`config.mk`:
```
export PLATFORM = sky130hd
export DESIGN_NAME = serial_negate_ctrl
export DESIGN_NICKNAME = d
export VERILOG_FILES = /design/src/rtl/serial_negate_pkg.sv /design/src/rtl/serial_negate_cell.sv /design/src/rtl/serial_negate_ctrl.sv
export SDC_FILE = /design/constraint.sdc
export NUM_CORES = 1
export LEC_CHECK = 0
export BUFFER_PORTS_ARGS = -buffer_cell sky130_fd_sc_hd__clkbuf_2
export CORE_AREA = 4 4 52 54
export DETAILED_ROUTE_END_ITERATION = 6
export DIE_AREA = 0 0 56 58
export GPL_ROUTABILITY_DRIVEN = 0
export GPL_TIMING_DRIVEN = 0
export HOLD_SLACK_MARGIN = 0.1
export PLACE_DENSITY = 0.85
export SLEW_MARGIN = 30
export SYNTH_ARGS = -nofsm -noshare
export SYNTH_HDL_FRONTEND = slang
export SYNTH_SLANG_ARGS = --single-unit
```
`constraint.sdc`:
```
create_clock -name t_clk -period 2 [get_ports t_clk]
set_clock_uncertainty 0.2 [all_clocks]
set_input_delay 0.4 -clock t_clk [delete_from_list [all_inputs] [get_ports t_clk]]
set_output_delay 0.4 -clock t_clk [all_outputs]
set_load 0.05 [all_outputs]
```
`src/rtl/serial_negate_pkg.sv`:
```
// Shared definitions for the bit-serial negate controller: state encoding,
// default word width and a most-negative-value helper.
package serial_negate_pkg;

    localparam int unsigned DEFAULT_WIDTH = 8;

    typedef logic [1:0] state_t;

    localparam state_t ST_IDLE  = 2'd0;
    localparam state_t ST_SHIFT = 2'd1;
    localparam state_t ST_DONE  = 2'd2;

    // True when the low `width` bits of word are 1 followed by zeros.
    function automatic logic is_min_neg(input logic [31:0] word, input int unsigned width);
        logic [31:0] mask;
        logic [31:0] msb;
        mask = (width >= 32) ? 32'hffff_ffff : ((32'd1 << width) - 32'd1);
        msb  = 32'd1 << (width - 1);
        return (word & mask) == msb;
    endfunction

endpackage

```
`src/rtl/serial_negate_cell.sv`:
```
// Bit-serial two's-complement cell: copies bits up to the first 1, then inverts.
module serial_negate_cell
    import serial_negate_pkg::*;
(
    input  logic t_clk,
    input  logic r,
    input  logic i,
    input  logic first,
    output logic y
);

    logic seen_q;
    logic seen_d;

    always_comb begin
        y      = i ^ (seen_q & ~first);
        seen_d = first ? i : (seen_q | i);
    end

    always_ff @(posedge t_clk) begin
        if (r) begin
            seen_q <= 1'b0;
        end else begin
            seen_q <= seen_d;
        end
    end

endmodule

```
`src/rtl/serial_negate_ctrl.sv`:
```
// Word-level sequencer: accepts a parallel word, streams it LSB-first through
// the serial negate cell and presents the reassembled result.
module serial_negate_ctrl
    import serial_negate_pkg::*;
#(
    parameter int unsigned WIDTH = DEFAULT_WIDTH
) (
    input  logic             t_clk,
    input  logic             r,
    input  logic             in_valid,
    output logic             in_ready,
    input  logic [WIDTH-1:0] in_data,
    output logic             out_valid,
    input  logic             out_ready,
    output logic [WIDTH-1:0] out_data,
    output logic             overflow,
    output logic             busy
);

    localparam int unsigned CNT_W = $clog2(WIDTH);
    localparam logic [CNT_W-1:0] LAST_CNT = CNT_W'(WIDTH - 1);

    state_t           state_q, state_d;
    logic [CNT_W-1:0] cnt_q, cnt_d;
    logic [WIDTH-1:0] shift_q, shift_d;
    logic [WIDTH-1:0] result_q, result_d;
    logic             overflow_q, overflow_d;
    logic             cell_i;
    logic             cell_first;
    logic             cell_y;

    serial_negate_cell u_cell (
        .t_clk (t_clk),
        .r     (r),
        .i     (cell_i),
        .first (cell_first),
        .y     (cell_y)
    );

    always_comb begin
        state_d    = state_q;
        cnt_d      = cnt_q;
        shift_d    = shift_q;
        result_d   = result_q;
        overflow_d = overflow_q;
        // Outside SHIFT the cell sees i=0, first=0 so its flag holds.
        cell_i     = 1'b0;
        cell_first = 1'b0;
        unique case (state_q)
            ST_IDLE: begin
                if (in_valid) begin
                    shift_d = in_data;
                    cnt_d   = '0;
                    state_d = ST_SHIFT;
                end
            end
            ST_SHIFT: begin
                cell_i     = shift_q[0];
                cell_first = (cnt_q == '0);
                result_d   = {cell_y, result_q[WIDTH-1:1]};
                shift_d    = shift_q >> 1;
                cnt_d      = cnt_q + CNT_W'(1);
                if (cnt_q == LAST_CNT) begin
                    // shift_q[0] is the original MSB on the last bit.
                    overflow_d = shift_q[0] & cell_y;
                    cnt_d      = '0;
                    state_d    = ST_DONE;
                end
            end
            ST_DONE: begin
                if (out_ready) begin
                    state_d = ST_IDLE;
                end
            end
            default: state_d = ST_IDLE;
        endcase
    end

    always_ff @(posedge t_clk) begin
        if (r) begin
            state_q    <= ST_IDLE;
            cnt_q      <= '0;
            shift_q    <= '0;
            result_q   <= '0;
            overflow_q <= 1'b0;
        end else begin
            state_q    <= state_d;
            cnt_q      <= cnt_d;
            shift_q    <= shift_d;
            result_q   <= result_d;
            overflow_q <= overflow_d;
        end
    end

    always_comb begin
        in_ready  = (state_q == ST_IDLE);
        out_valid = (state_q == ST_DONE);
        busy      = (state_q == ST_SHIFT) || (state_q == ST_DONE);
        out_data  = result_q;
        overflow  = overflow_q;
    end

endmodule

```
# Word level (Yosys, flattened, before mapping)
# Cells that the tools add are included.
# word_totals
output_inout_bits	12
mem_count	0
word_cells	37
reg_bits	23
ramBits	0
input_bits	12
latch_bits	0
mem_bits_ro	0
# classes
multipliers	0
eq_ne	6
n_lt_le_gt_ge	0
reduce_logical	7
mux	12
shift	0
bitwise	5
div_mod_pow	0
n_addsub	1
# op_table
op	n
8-bit one-hot mux with 2 select lines	1
8-bit two-way mux	1
2-bit two-way mux	3
3-bit two-way mux	2
2-bit one-hot mux with 3 select lines	1
3-bit one-hot mux with 2 select lines	1
2-bit != test, second input constant	2
2-bit AND reduction	2
3-bit by 1-bit adder with 3-bit output, second input constant	1
3-bit == test, second input constant	1
3-bit zero test	1
1-bit two-way mux	3
3-bit AND reduction	1
1-bit AND	2
2-bit by 1-bit == test with 1-bit output, second input constant	1
2-bit == test, second input constant	1
2-bit zero test	1
2-bit by 1-bit != test with 1-bit output, second input constant	1
2-bit nonzero test	1
1-bit logical OR	1
1-bit NOT	1
1-bit bitwise OR	1
1-bit XOR	1

# Logic depth before layout (Yosys ltp)
# Gate-level depths: netlist (run 1).
# depth
ltp_word	6
depth_mapped	7

# Modules after synthesis
# A second synthesis (run 1) with hierarchy kept.
# hier_totals
hier_cells	110
area_unflattened_um2	1097.3
# by_module_without_submodules
mod	cells_each	area_each_um2	instances
serial_negate_ctrl	105	1034.7	1
serial_negate_cell	5	62.6	1

# Least setup slack after synthesis (run 1)
# No wires, ideal clock.
# synth_path
path_kind	register -> register
startpoint	reg state_q[0]
endpoint	reg shift_q[6]
path_slack_ps	45
setup_ps	142
n_path_buf	1
arrival_time_ps	1613
stages_incl_launch_ff	7
path_cell_list	dfxtp_1 > inv_1 > ha_1 > mux2_4 > buf_12 > nor2_2 > a211oi_2
# synth_via
elab_chain_cells	3
elab_cells_between_ends	6
cone_classes	2 x eq/ne; 1 x mux; 3 x reduce/logical
# synth_lines
element	line	text
start: declaration	serial_negate_ctrl.sv:23	state_t state_q, state_d;
start signal: assignment	serial_negate_ctrl.sv:87	state_q <= state_d;
2-bit zero test *	n/a	
net in_ready	serial_negate_ctrl.sv:11	output logic in_ready,
2-bit != test (no source line) or 2-bit nonzero test (tied branches)	n/a	
2-bit AND reduction (no source line)	n/a	
end signal: assignment	serial_negate_ctrl.sv:89	shift_q <= shift_d;
end: declaration	serial_negate_ctrl.sv:25	logic [WIDTH-1:0] shift_q, shift_d;
# The timed path passes the listed nets; every way through them passes the cells marked *.
# A chain may end at the register's enable or synchronous reset.

# Worst setup path after layout (run 1)
# layout_path
startpoint	reg state_q[1]
endpoint	out busy
# layout_via
elab_chain_cells	2
elab_cells_between_ends	3
cone_classes	2 x eq/ne; 1 x reduce/logical
# layout_lines
element	line	text
2-bit by 1-bit == test with 1-bit output or 2-bit == test (tied branches)	serial_negate_ctrl.sv:98	busy = (state_q == ST_SHIFT) || (state_q == ST_DONE);
1-bit logical OR *	serial_negate_ctrl.sv:98	
end: declaration	serial_negate_ctrl.sv:17	output logic busy
# Every way passes the cells marked *; elsewhere a longest branch is shown, timed or not.

==> results of run 1 <==
[cells by family (layout without fill, tap and decap cells)]
family,after synthesis,in the layout,share of synthesized area
compound gates,22,22,0.1725
mux,17,17,0.1538
simple gates,28,28,0.1297
buf+inv,14,40,0.07363
flops,23,23,0.4044
fa+ha+maj,6,6,0.06593
[what timing repair did]
| item | 4_1_cts | 5_1_grt |
|---|---|---|
| hold buffers | 0 | 0 |
| endpoints found under the setup margin | 0 | 1 |
| gates resized for setup | 0 | 4 |
| buffers inserted | 0 | 0 |
[where the power goes]
part	internal (uW)	switching, uW
combinational	252	363
clock	78.1	134
sequential	521	47.9
[synth_stat cells (all sizes together)]
cell type  number
o2111ai         1
nand2b          4
a21oi           3
or2b            1
o21ai           2
or3             1
mux2i          16
nor2           17
nor2b           1
nand2           2
o211ai          1
nand4           1
a311oi          2
buf             4
ha              6
dfxtp          23
a31oi           2
o32ai           1
a211oi          7
and2b           1
clkbuf          3
inv             7
a32oi           2
a21o            1
mux2            1
[per-layer routing]
layer	track usage	vias to the layer above	share of wire
li1	-	437	-
met1	0.1725	410	0.42
met2	0.3139	32	0.50
met3	0.04232	7	0.048
met4	0.07119	0	0.026
met5	0	-	0
[state kept, by name, summed over array words and instances, names as in the netlist]
signal and count:
out_data 8, shift_q 8, cnt_q 3, state_q 2, overflow 1, u_cell.seen_q 1
[final cells by class]
type                       count  share of cell area
inverter                       7             0.01998
clock buffer                   4             0.01998
sequential                    23              0.3501
buffer                         7             0.04377
tap                           28             0.02664
multi-input combinational     73              0.4539
timing repair buffer          22             0.08563
[critical path, delay by kind of cell (launching register included)]
| kind | cells | cell delay (ns) |
|---|---|---|
| flops | 1 | 0.37 |
| buf+inv | 2 | 0.33 |
| fa+ha+maj | 1 | 0.31 |
[stage by stage]
stage          setup WS, ns  power (uW)  cell area [um2]  std cells  utilization
2_1_floorplan       0.04546        1074             1139        110            -
4_1_cts            0.008575        1401             1310        164       0.5922
6_report            0.07915        1396             1315        164       0.5945
3_3_place_gp         0.3016        1156             1284        160       0.5803
5_1_grt             0.01152        1491             1315        164       0.5945
3_5_place_dp         0.2275        1190             1284        160       0.5803
[worst paths after layout]
| kind | from | end | slack, ns | depth (start not counted) |
|---|---|---|---|---|
| setup / recovery | state_q[1] | busy | 0.08 | 3 |
| hold / removal | in_data[5] | shift_q[5] | 0.23 | 3 |
| setup reg to reg | state_q[1] | shift_q[6] | 0.23 | 7 |
| hold reg to reg | overflow | overflow | 0.29 | 2 |
==> flow_metrics.tcl, run 1 <==
set metrics [dict create \
    mostFrequentLayoutCells "dfxtp_1 (23), clkbuf_2 (20), mux2i_1 (16)" \
    drt_iter0_markers 22 \
    regArea_um2 460.4 \
    cp_slowest_stage_delay_ns 0.37 \
    place_hpwl_um 1795 \
    drt_pass1_iterations 4 \
    p_per_area_mw_per_mm2 1062 \
    cts_sinks 23 \
    cts-root-buf "clkbuf_4" \
    fillers 206 \
    die_w_um 56 \
    fin_nets 155 \
    worstSetupPathType "flop to primary output" \
    synth_nets 128 \
    crit_fanout 3 \
    leakagePower_uw 0.0005409 \
    antenna_found_initial 0 \
    clk_pin_slew_ns 0.12 \
    vias 886 \
    grt_max_degree 13 \
    outcome "completed" \
    period_share 0.9604 \
    path_cells "inv_1 > ha_2 > buf_2" \
    avgRoutedWirePerCell_um 14.48 \
    finalCriticalPeriod_ns 1.921 \
    mostFrequentLayoutCell "dfxtp_1" \
    yosys-top-cells-area "dfxtp_1 (40%), mux2i_1 (14%), a211oi_2 (7.7%)" \
    drive_gt1_frac 0.3162 \
    die_h_um 58 \
    ios 24 \
    globalRouteOverflowTotal 0 \
    ys_seq_area_frac 0.4044 \
    syn_area_per_cell_um2 10.35 \
    start_util 0.5147 \
    ant_nets 0 \
    crit_path_start_kind "flop" \
    hold_violations 0 \
    ys_ff_latch 23 \
    drt_wl_total_um 2374 \
    tns_ns 0 \
    area_growth_pct 15.49 \
    synthesis.area_mm2 0.001139 \
    vias_per_cell 5.402 \
    grt_pass1_wl_um 4209 \
    endpoint_kind "primary output" \
    clockBufferDepth 2 \
    antenna-diode-count 0 \
    critPathSlowestCell "dfxtp_1" \
    min_path_type "input port to flop" \
    placement.io_buffers 22 \
    timing.hold.ws_ns 0.2286 \
    yosysTopAreaCellShare 0.4044 \
    worst_ep_arrival_time_ns 1.32 \
    cap_viol_max_count 0 \
    rows 17 \
    worst_pin_slew_ns 0.6434 \
    synth_cell_types 30 \
    required_ns 1.40 \
    ir_drop_v 0.0007018 \
    multiInputGateArea_um2 596.8 \
    tritoncts "done" \
    synth_top_area_cell "dfxtp_1" \
    core_area_mm2 0.002212 \
    h-tree-depth 1 \
    syn_inst 110 \
    clk_latency_ns 0.31 \
    grtUsageTotal 0.1657 \
    slew_headroom 0.5710 \
    fmax_mhz 520.6 \
    die_area_mm2 0.003248 \
    grt_pass1_vias 955 \
    drc 0 \
    final_max_slew_viol_count 0 \
    rsz0062_at_grt "false" \
    setup_viol 0 \
    cts_buffers 3 \
    ys_warn_count 0 \
]
No activity file was read; power rests on OpenSTA's default activity.
==> run 2: changes to the inputs <==
- clock period: 2 -> 2.05 ns (I/O delays scaled with it)
==> run 2 against run 1 <==
Compared with the run above: combinational power down 2%; die area unchanged; power down 2.4%; critical endpoint unchanged; largest power group unchanged.
==> flow_metrics.tcl, run 2 (synthesized netlist as in run 1, its figures left out) <==
set metrics [dict create \
    outcome "completed" \
    cts_buffers 3 \
    leakagePower_uw 0.0005405 \
    met3_usage 0.04232 \
    worstReg2RegStart "state_q[1]" \
    clockBufferDepth 2 \
    cp_slowest_stage_delay_ns 0.37 \
    die_w_um 56 \
    dpl_cell_area_mm2 0.001284 \
    fin_area_mm2 0.001315 \
    final_max_slew_viol_count 0 \
    p_per_area_mw_per_mm2 1037 \
    endpoint_kind "primary output" \
    drive_gt1_frac 0.3162 \
    met1_usage 0.1725 \
    worst_ep_arrival_time_ns 1.34 \
    tritoncts "done" \
    area_growth_pct 15.49 \
    core_area_mm2 0.002212 \
    ctsHoldBuffers 0 \
    r2r_slack_ns 0.28 \
    critPathSlowestCell "dfxtp_1" \
    reg2regPathDepth 7 \
    postCtsSetupBuffers 0 \
    ios 24 \
    cap_viol_max_count 0 \
    rows 17 \
    fmax_mhz 513.6 \
    drc 0 \
    ant_nets 0 \
    grt_max_degree 13 \
    grt_pass1_wl_um 4209 \
    endpoint "busy" \
    gr-usage-met2 0.3139 \
    clk_latency_ns 0.31 \
    start_util 0.5147 \
    placement.io_buffers 22 \
    ir_drop_v 0.0006847 \
    regToRegEndpoint "shift_q[6]" \
    worst_slack_ns 0.1030 \
    mostFrequentLayoutCells "dfxtp_1 (23), clkbuf_2 (21), mux2i_1 (16)" \
    grt_most_used_layer "met2" \
    globalRouteOverflowTotal 0 \
    clk_pin_slew_ns 0.12 \
    timing.hold.ws_ns 0.2386 \
    worstSetupPathType "flop to primary output" \
    antenna_found_initial 0 \
    antenna-diode-count 0 \
    fin_nets 155 \
    slew_headroom 0.5710 \
    drt_wl_total_um 2377 \
    drt_iter0_markers 22 \
    mostFrequentLayoutCell "dfxtp_1" \
    required_ns 1.44 \
    vias 886 \
    tns_ns 0 \
    worst_pin_slew_ns 0.6435 \
    die_h_um 58 \
    drt_pass1_iterations 4 \
    cts_resized 0 \
    regArea_um2 460.4 \
    fillers 206 \
    cts-root-buf "clkbuf_4" \
    period_share 0.9497 \
    die_area_mm2 0.003248 \
    multiInputGateArea_um2 596.8 \
    cts_sinks 23 \
    startpoint "state_q[1]" \
    crit_fanout 3 \
    setup_viol 0 \
    avgRoutedWirePerCell_um 14.49 \
    dp_slack_ns 0.2775 \
    finalCriticalPeriod_ns 1.947 \
    crit_path_start_kind "flop" \
    vias_per_cell 5.402 \
    grt_pass1_vias 955 \
    place_hpwl_um 1795 \
    h-tree-depth 1 \
    grtUsageTotal 0.1657 \
    hold_violations 0 \
    rsz0062_at_grt "false" \
    path_cells "inv_1 > ha_2 > clkbuf_2" \
    min_path_type "input port to flop" \
]
## run 2: metal layers
layer	wire, um	part of all wire
met5	0	0
met4	61	0.026
met3	113	0.048
met2	1194	0.50
met1	1007	0.42
## run 2: power by group
group	switching, uW	total (uW)	internal [uW]	leakage [uW]
clock	131	207	76.2	0.0000150
combinational	355	601	246	0.000338
sequential	46.8	555	509	0.000188
## run 2: worst max-delay path, delay by kind of cell, from the launching register on
| kind | cells | cell delay (ns) |
|---|---|---|
| adders and majority gates | 1 | 0.32 |
| buffers and inverters | 2 | 0.34 |
| DFF | 1 | 0.37 |
## run 2: how the worst min path moves through the flow
stage          cells past startpoint  slack [ns]         from          end
6_report                           3        0.24   in_data[5]   shift_q[5]
5_1_grt                            3        0.24   in_data[1]   shift_q[1]
4_1_cts                            3        0.24   in_data[5]   shift_q[5]
3_5_place_dp                       2        0.28     overflow     overflow
3_3_place_gp                       2        0.28  out_data[0]  out_data[0]
2_1_floorplan                      2        0.27     cnt_q[0]     cnt_q[0]
## run 2: layout make-up
cell class / instances / share of cell area
Buffer: 7 / 0.04377
Multi-Input combinational cell: 73 / 0.4539
Inverter: 7 / 0.01998
Sequential cell: 23 / 0.3501
Timing Repair Buffer: 22 / 0.08563
Clock buffer: 4 / 0.01998
Tap cell: 28 / 0.02664
## run 2: stage by stage
step,utilization,power [uW],std cells
final,0.5945,1363,164
after CTS,0.5922,1367,164
after floorplan,-,1048,110
after global placement,0.5803,1128,160
after detailed placement,0.5803,1161,160
after global routing,0.5945,1454,164
